===== config.mk =====
export PLATFORM = sky130hd
export DESIGN_NAME = packet_rx_parser_flat
export DESIGN_NICKNAME = d
export VERILOG_FILES = /design/src/rtl/packet_rx_parser_if.sv /design/src/rtl/packet_rx_parser.sv /design/src/flat_wrapper.sv
export SDC_FILE = /design/constraint.sdc
export NUM_CORES = 1
export LEC_CHECK = 0
export CAP_MARGIN = 10
export CORE_UTILIZATION = 35
export CTS_CLUSTER_DIAMETER = 60
export CTS_CLUSTER_SIZE = 8
export DETAILED_ROUTE_END_ITERATION = 10
export PLACE_DENSITY = 0.55
export SLEW_MARGIN = 20
export SYNTH_ARGS = -nofsm -noshare
export SYNTH_HDL_FRONTEND = slang
export SYNTH_SLANG_ARGS = --single-unit

===== constraint.sdc =====
create_clock -name clk -period 1.9 [get_ports clk]
set_input_delay 0.475 -clock clk [delete_from_list [all_inputs] [get_ports clk]]
set_output_delay 0.475 -clock clk [all_outputs]
set_load 0.05 [all_outputs]

===== src/rtl/packet_rx_parser_if.sv =====
// Framed receive stream from the radio interface into the packet parser.
// A word transfers on a rising clk edge where rx_valid && rx_ready; the source holds
// rx_data/rx_sop/rx_eop stable while rx_valid is high and rx_ready is low.
interface packet_rx_parser_if #(
    parameter int WORD_WIDTH = 16
);
    logic                  rx_valid;
    logic                  rx_sop;
    logic                  rx_eop;
    logic [WORD_WIDTH-1:0] rx_data;
    logic                  rx_ready;

    modport master (output rx_valid, rx_sop, rx_eop, rx_data, input rx_ready);
    modport slave  (input rx_valid, rx_sop, rx_eop, rx_data, output rx_ready);
endinterface


===== src/rtl/packet_rx_parser.sv =====
// Receive-side header parser: captures type/src/dest/hops/CH/timeslot from framed words,
// strobes the fields for one cycle per good frame, and counts discarded frames.
module packet_rx_parser #(
    parameter int WORD_WIDTH = 16,
    parameter int MAX_LEN    = 32,
    parameter int TIMEOUT    = 64
) (
    input  logic                  clk,
    input  logic                  nrst,
    packet_rx_parser_if.slave     rx,
    output logic [2:0]            fPacketType,
    output logic [WORD_WIDTH-1:0] fSourceID,
    output logic [WORD_WIDTH-1:0] destinationID,
    output logic [WORD_WIDTH-1:0] fHopsFromCH,
    output logic [WORD_WIDTH-1:0] fChosenCH,
    output logic [WORD_WIDTH-1:0] fTimeslot,
    output logic                  pkt_valid,
    output logic [7:0]            drop_count,
    output logic [2:0]            dbg_state
);
    localparam int CW = $clog2(MAX_LEN + 1);
    localparam int IW = $clog2(TIMEOUT + 1);

    typedef enum logic [2:0] {
        S_IDLE     = 3'd0,
        S_HDR      = 3'd1,
        S_PAYLOAD  = 3'd2,
        S_DONE     = 3'd3,
        S_DROP     = 3'd4,
        S_DROP_CNT = 3'd5
    } state_t;

    state_t                state, next_state;
    logic                  ready_q, ready_d;
    logic                  drop_inc;
    logic [CW-1:0]         word_cnt, cnt_inc;
    logic [IW-1:0]         idle_cnt;
    logic [2:0]            sh_type;
    logic [WORD_WIDTH-1:0] sh_src, sh_dest, sh_hops, sh_ch, sh_ts;
    logic                  take, timeout_hit;

    assign rx.rx_ready   = ready_q;
    assign take          = rx.rx_valid && ready_q;
    assign cnt_inc       = word_cnt + CW'(1);
    assign timeout_hit   = !take && (idle_cnt == IW'(TIMEOUT - 1));

    always_ff @(posedge clk or negedge nrst) begin
        if (!nrst) begin
            state   <= S_IDLE;
            ready_q <= 1'b0;
        end else begin
            state   <= next_state;
            ready_q <= ready_d;
        end
    end

    always_comb begin
        next_state = state;
        drop_inc   = 1'b0;
        case (state)
            S_IDLE: begin
                if (take && rx.rx_sop) begin
                    if (rx.rx_eop) drop_inc = 1'b1;
                    else           next_state = S_HDR;
                end
            end
            S_HDR, S_PAYLOAD: begin
                if (take) begin
                    if (rx.rx_sop) begin
                        // Restart: the interrupted frame is a drop; a sop+eop restart is also short.
                        drop_inc   = 1'b1;
                        next_state = rx.rx_eop ? S_DROP_CNT : S_HDR;
                    end else if (state == S_HDR) begin
                        if (word_cnt == CW'(5)) next_state = rx.rx_eop ? S_DONE : S_PAYLOAD;
                        else if (rx.rx_eop)     next_state = S_DROP_CNT;
                    end else if (rx.rx_eop) begin
                        next_state = S_DONE;
                    end else if (cnt_inc == CW'(MAX_LEN)) begin
                        drop_inc   = 1'b1;
                        next_state = S_DROP;
                    end
                end else if (timeout_hit) begin
                    drop_inc   = 1'b1;
                    next_state = S_IDLE;
                end
            end
            S_DONE: next_state = S_IDLE;
            S_DROP: begin
                if ((take && rx.rx_eop) || timeout_hit) next_state = S_IDLE;
            end
            S_DROP_CNT: begin
                drop_inc   = 1'b1;
                next_state = S_IDLE;
            end
            default: next_state = S_IDLE;
        endcase
    end

    // Ready is registered so it is low during reset and during the DONE/DROP_CNT bubbles.
    always_comb begin
        ready_d   = !(next_state == S_DONE || next_state == S_DROP_CNT);
        dbg_state = state;
    end

    always_ff @(posedge clk or negedge nrst) begin
        if (!nrst) begin
            word_cnt <= '0;
            idle_cnt <= '0;
            sh_type  <= '0;
            sh_src   <= '0;
            sh_dest  <= '0;
            sh_hops  <= '0;
            sh_ch    <= '0;
            sh_ts    <= '0;
        end else begin
            if (take) begin
                if (rx.rx_sop && (state == S_IDLE || state == S_HDR || state == S_PAYLOAD)) begin
                    sh_type  <= rx.rx_data[2:0];
                    word_cnt <= CW'(1);
                end else if (state == S_HDR) begin
                    case (word_cnt)
                        CW'(1):  sh_src  <= rx.rx_data;
                        CW'(2):  sh_dest <= rx.rx_data;
                        CW'(3):  sh_hops <= rx.rx_data;
                        CW'(4):  sh_ch   <= rx.rx_data;
                        CW'(5):  sh_ts   <= rx.rx_data;
                        default: ;
                    endcase
                    word_cnt <= cnt_inc;
                end else if (state == S_PAYLOAD) begin
                    word_cnt <= cnt_inc;
                end
            end
            if (take || !(state == S_HDR || state == S_PAYLOAD || state == S_DROP))
                idle_cnt <= '0;
            else
                idle_cnt <= idle_cnt + IW'(1);
        end
    end

    always_ff @(posedge clk or negedge nrst) begin
        if (!nrst) begin
            fPacketType   <= 3'b111;
            fSourceID     <= '0;
            destinationID <= '0;
            fHopsFromCH   <= '0;
            fChosenCH     <= '0;
            fTimeslot     <= '0;
            pkt_valid     <= 1'b0;
            drop_count    <= '0;
        end else begin
            pkt_valid <= (state == S_DONE);
            if (state == S_DONE) begin
                fPacketType   <= sh_type;
                fSourceID     <= sh_src;
                destinationID <= sh_dest;
                fHopsFromCH   <= sh_hops;
                fChosenCH     <= sh_ch;
                fTimeslot     <= sh_ts;
            end else begin
                fPacketType <= 3'b111;
            end
            if (drop_inc && drop_count != 8'hFF) drop_count <= drop_count + 8'd1;
        end
    end
endmodule


===== src/flat_wrapper.sv =====
// flat-port wrapper written by rule: the top's interface ports become plain ports
module packet_rx_parser_flat 
#(
    parameter int WORD_WIDTH = 16,
    parameter int MAX_LEN    = 32,
    parameter int TIMEOUT    = 64
)
  (clk, nrst, fPacketType, fSourceID, destinationID, fHopsFromCH, fChosenCH, fTimeslot, pkt_valid, drop_count, dbg_state, rx_rx_valid, rx_rx_sop, rx_rx_eop, rx_rx_data, rx_rx_ready);
  packet_rx_parser_if #(.WORD_WIDTH(WORD_WIDTH)) rx_i ();
  input  logic clk;
  input  logic nrst;
  output logic [2:0] fPacketType;
  output logic [WORD_WIDTH-1:0] fSourceID;
  output logic [WORD_WIDTH-1:0] destinationID;
  output logic [WORD_WIDTH-1:0] fHopsFromCH;
  output logic [WORD_WIDTH-1:0] fChosenCH;
  output logic [WORD_WIDTH-1:0] fTimeslot;
  output logic pkt_valid;
  output logic [7:0] drop_count;
  output logic [2:0] dbg_state;
  input wire logic [$bits(rx_i.rx_valid)-1:0] rx_rx_valid;
  input wire logic [$bits(rx_i.rx_sop)-1:0] rx_rx_sop;
  input wire logic [$bits(rx_i.rx_eop)-1:0] rx_rx_eop;
  input wire logic [$bits(rx_i.rx_data)-1:0] rx_rx_data;
  output wire logic [$bits(rx_i.rx_ready)-1:0] rx_rx_ready;
  assign rx_i.rx_valid = rx_rx_valid;
  assign rx_i.rx_sop = rx_rx_sop;
  assign rx_i.rx_eop = rx_rx_eop;
  assign rx_i.rx_data = rx_rx_data;
  assign rx_rx_ready = rx_i.rx_ready;
  packet_rx_parser #(.WORD_WIDTH(WORD_WIDTH), .MAX_LEN(MAX_LEN), .TIMEOUT(TIMEOUT)) u_core (.clk(clk), .nrst(nrst), .rx(rx_i), .fPacketType(fPacketType), .fSourceID(fSourceID), .destinationID(destinationID), .fHopsFromCH(fHopsFromCH), .fChosenCH(fChosenCH), .fTimeslot(fTimeslot), .pkt_valid(pkt_valid), .drop_count(drop_count), .dbg_state(dbg_state));
endmodule

==> flow_summary.yaml <==
run_status:
  status: "finished, violations left"
  violations: "setup timing"
floorplan:
  core.rowCount: 54
  core_um2: 21800
  dieArea_um2: 22900
  initial_core_util_pct: 35.8
  die_w_um: 151
  dieHeight_um: 151
  ioPinCount: 117
drt:
  top_layer: "met4"
  wl_per_cell_um: 16.1
  drcViolationCount: 0
  viasPerCell: 4.70
  met2WireLength_um: 9180
  dr.pass1.iters: 4
  antenna_left: 0
  totalWireLength_um: 18300
  wl_met3_um: 840
  vias: 5347
  first_iter_violations: 321
  wl_met1_um: 8050
final_layout:
  nets: 872
  fillCellCount: 2028
  area_growth_pct: 32.6
  drive_gt1_share_pct: 36.9
  diodes: 0
  stdcell_count: 1138
timing:
  finalHoldViolations: 0
  hold_slack_ns: 0.00800
  min_period_ns: 1.93
  slew_violations: 0
  worst_pin_slew_ns: 0.512
  period_share_pct: 102
  rsz0062_at_grt: "true"
  fmax_mhz: 518
  tns_ns: -0.213
  setup_viol: 9
  slew_headroom_pct: 65.8
  setup_slack_ns: -0.0317
  fin_skew_ns: 0.0153
logic_synthesis:
  ys_top_cells_by_count: "254 x nand2_1, 189 x dfrtp_1, 54 x mux2_2, 30 x mux2_4, 15 x nor2_1"
  syn_nets: 699
  synth_cells: 672
  seq_area_frac_synth_pct: 61.6
  synth_warnings: 0
  avgSynthCellArea_um2: 11.6
  yosysTopAreaCell: "dfrtp_1"
  synth-seq-cells: 192
  async_reset_ff_share_pct: 100
  synth.distinct_cells: 48
  synth_edf_count: 0
  synth.top_cells.by_area: "dfrtp_1 61%, nand2_1 12%, mux2_2 7.8%"
  synth_top_area_share_pct: 60.6
  synthFlopType: "dfrtp_1"
  syn-cell-area_um2: 7800
  synthMostInstantiatedCell: "nand2_1"
flow_run:
  cap_violations: 0
global_routing:
  track_usage_pct: 17.0
  gr-total-overflow: 0
  grt_pass1_vias: 5619
  grt_first_pass_wirelength_um: 29400
  antenna_found_initial: 0
  grt_max_degree: 52
power_and_ir_drop:
  powerDensity_nw_per_um2: 1210
  leakage_nw: 5.48
  p_total_mw: 12.5
  peakVddDrop_v: 0.000607
clock_tree:
  root_buffer: "clkbuf_16"
  h-tree-depth: 4
  cts_tree: "yes"
  clk_latency_ns: 0.44
  cts_hold_buf: 0
  clkTransAtPathRegs_ns: 0.07
  clock-sinks: 192
  clock_path_buffers: 2
  cts_buffers: 17
critical_path:
  r2r_end: "u_core.sh_dest[12]"
  cp_max_fo: 8
  critPathKind: "reg2reg"
  critPathRequiredTime_ns: 2.21
  r2r_slack_ns: -0.03
  start_kind: "register"
  crit_path_end_kind: "register"
  arrival_ns: 2.25
  rr_startpoint: "u_core.dbg_state[2]"
  worstRegToRegCells: 7
place:
  gp_congestion: 0.834
  port-buffer-count: 116
  placed_cells: 1099
  place_hpwl_um: 13000
  pre_cts_ws_ns: -0.504
hold_path:
  hp-class: "in2async"
-- worst max path at each step --
stage | from | to | slack [ns] | depth (start not counted)
after floorplan | u_core.dbg_state[1] | u_core.sh_hops[10] | -0.12 | 7
after global placement | rx_rx_valid | u_core.sh_src[7] | -0.46 | 7
after detailed placement | rx_rx_sop | u_core.drop_count[6] | -0.50 | 8
after CTS | u_core.word_cnt[1] | u_core.drop_count[6] | -0.06 | 8
after global routing | u_core.dbg_state[2] | u_core.drop_count[6] | -0.11 | 7
final | u_core.dbg_state[2] | u_core.sh_dest[12] | -0.03 | 7
-- placed cells by master (no fill, tap or decap), types with 4 or more instances in the layout --
master / instances
ha_1: 5
and3_1: 5
buf_12: 14
dfrtp_2: 6
nand2_8: 5
nand4_1: 5
xnor2_1: 10
dfrtp_1: 183
mux2_2: 53
mux2_4: 31
nor2_1: 15
o31ai_1: 4
buf_4: 141
nand2_1: 253
inv_8: 4
clkbuf_16: 17
clkdlybuf4s50_1: 16
o21ai_0: 9
nand3_1: 8
xor2_1: 4
inv_1: 4
-- through the flow --
| step | utilization [%] | area [um^2] |
|---|---|---|
| 6_report | 47.4 | 10300 |
| 5_1_grt | 47.4 | 10300 |
| 4_1_cts | 46.7 | 10200 |
| 3_5_place_dp | 43.8 | 9550 |
| 3_3_place_gp | 43.8 | 9550 |
| 2_1_floorplan | - | 7820 |
-- timing repair --
item                                    CTS  global route
setup buffers                             1             5
cloned                                    0             2
endpoints found under the setup margin   37            90
pin swaps                                 3             8
gates resized for setup                   8            17
-- routing by layer --
metal / vias to the layer above / global-route usage [%]
li1: 2563 / -
met1: 2658 / 21.6
met2: 105 / 28.3
met3: 21 / 4.31
met4: 0 / 5.60
met5: - / 0
-- worst max-delay path, stage by stage (launching register included) --
cell and delay (ns):
dfrtp_2 0.42, buf_4 0.15, nor3b_4 0.23, and3_4 0.22
and2b_4 0.22, buf_12 0.15, nand2_8 0.10, mux2_4 0.32
-- registers in the layout, summed over array words and instances (netlist names) --
signal / flops
u_core.sh_hops: 16
u_core.fChosenCH: 16
u_core.drop_count: 8
u_core.fHopsFromCH: 16
u_core.fSourceID: 16
u_core.dbg_state: 3
u_core.fPacketType: 3
u_core.sh_ch: 16
u_core.rx.rx_ready: 1
u_core.idle_cnt: 7
u_core.fTimeslot: 16
u_core.sh_src: 16
u_core.sh_dest: 16
u_core.sh_type: 3
u_core.sh_ts: 16
u_core.pkt_valid: 1
u_core.destinationID: 16
u_core.word_cnt: 6
-- logic make-up after synthesis --
logic type                 Yosys count  synth area share (%)
buffers and inverters               32                  2.07
xor gates and xnor gates            14                  1.57
muxes                               84                  13.6
DFF                                192                  61.6
and+or+nand+nor                    315                  17.2
AOI/OAI and AO/OA                   29                  3.01
adders and majority gates            6                 0.962
-- report_power, final --
part | leakage, nW | switching [mW] | internal [mW]
logic | 2.58 | 2.02 | 1.61
clock network | 0.294 | 1.71 | 1.88
registers | 2.60 | 0.492 | 4.82
total | 5.48 | 4.23 | 8.32
-- final cells by class --
cell class,count,area [um^2],share of cell area (%)
clock buffers,17,425,4.11
well taps,280,350,3.39
clock inverters,15,173,1.67
multi-input cells,450,2970,28.7
repair buffers,178,1580,15.3
inverters,6,22.5,0.218
flip-flops and latches,192,4820,46.6
(Power assumes the default switching activity.)
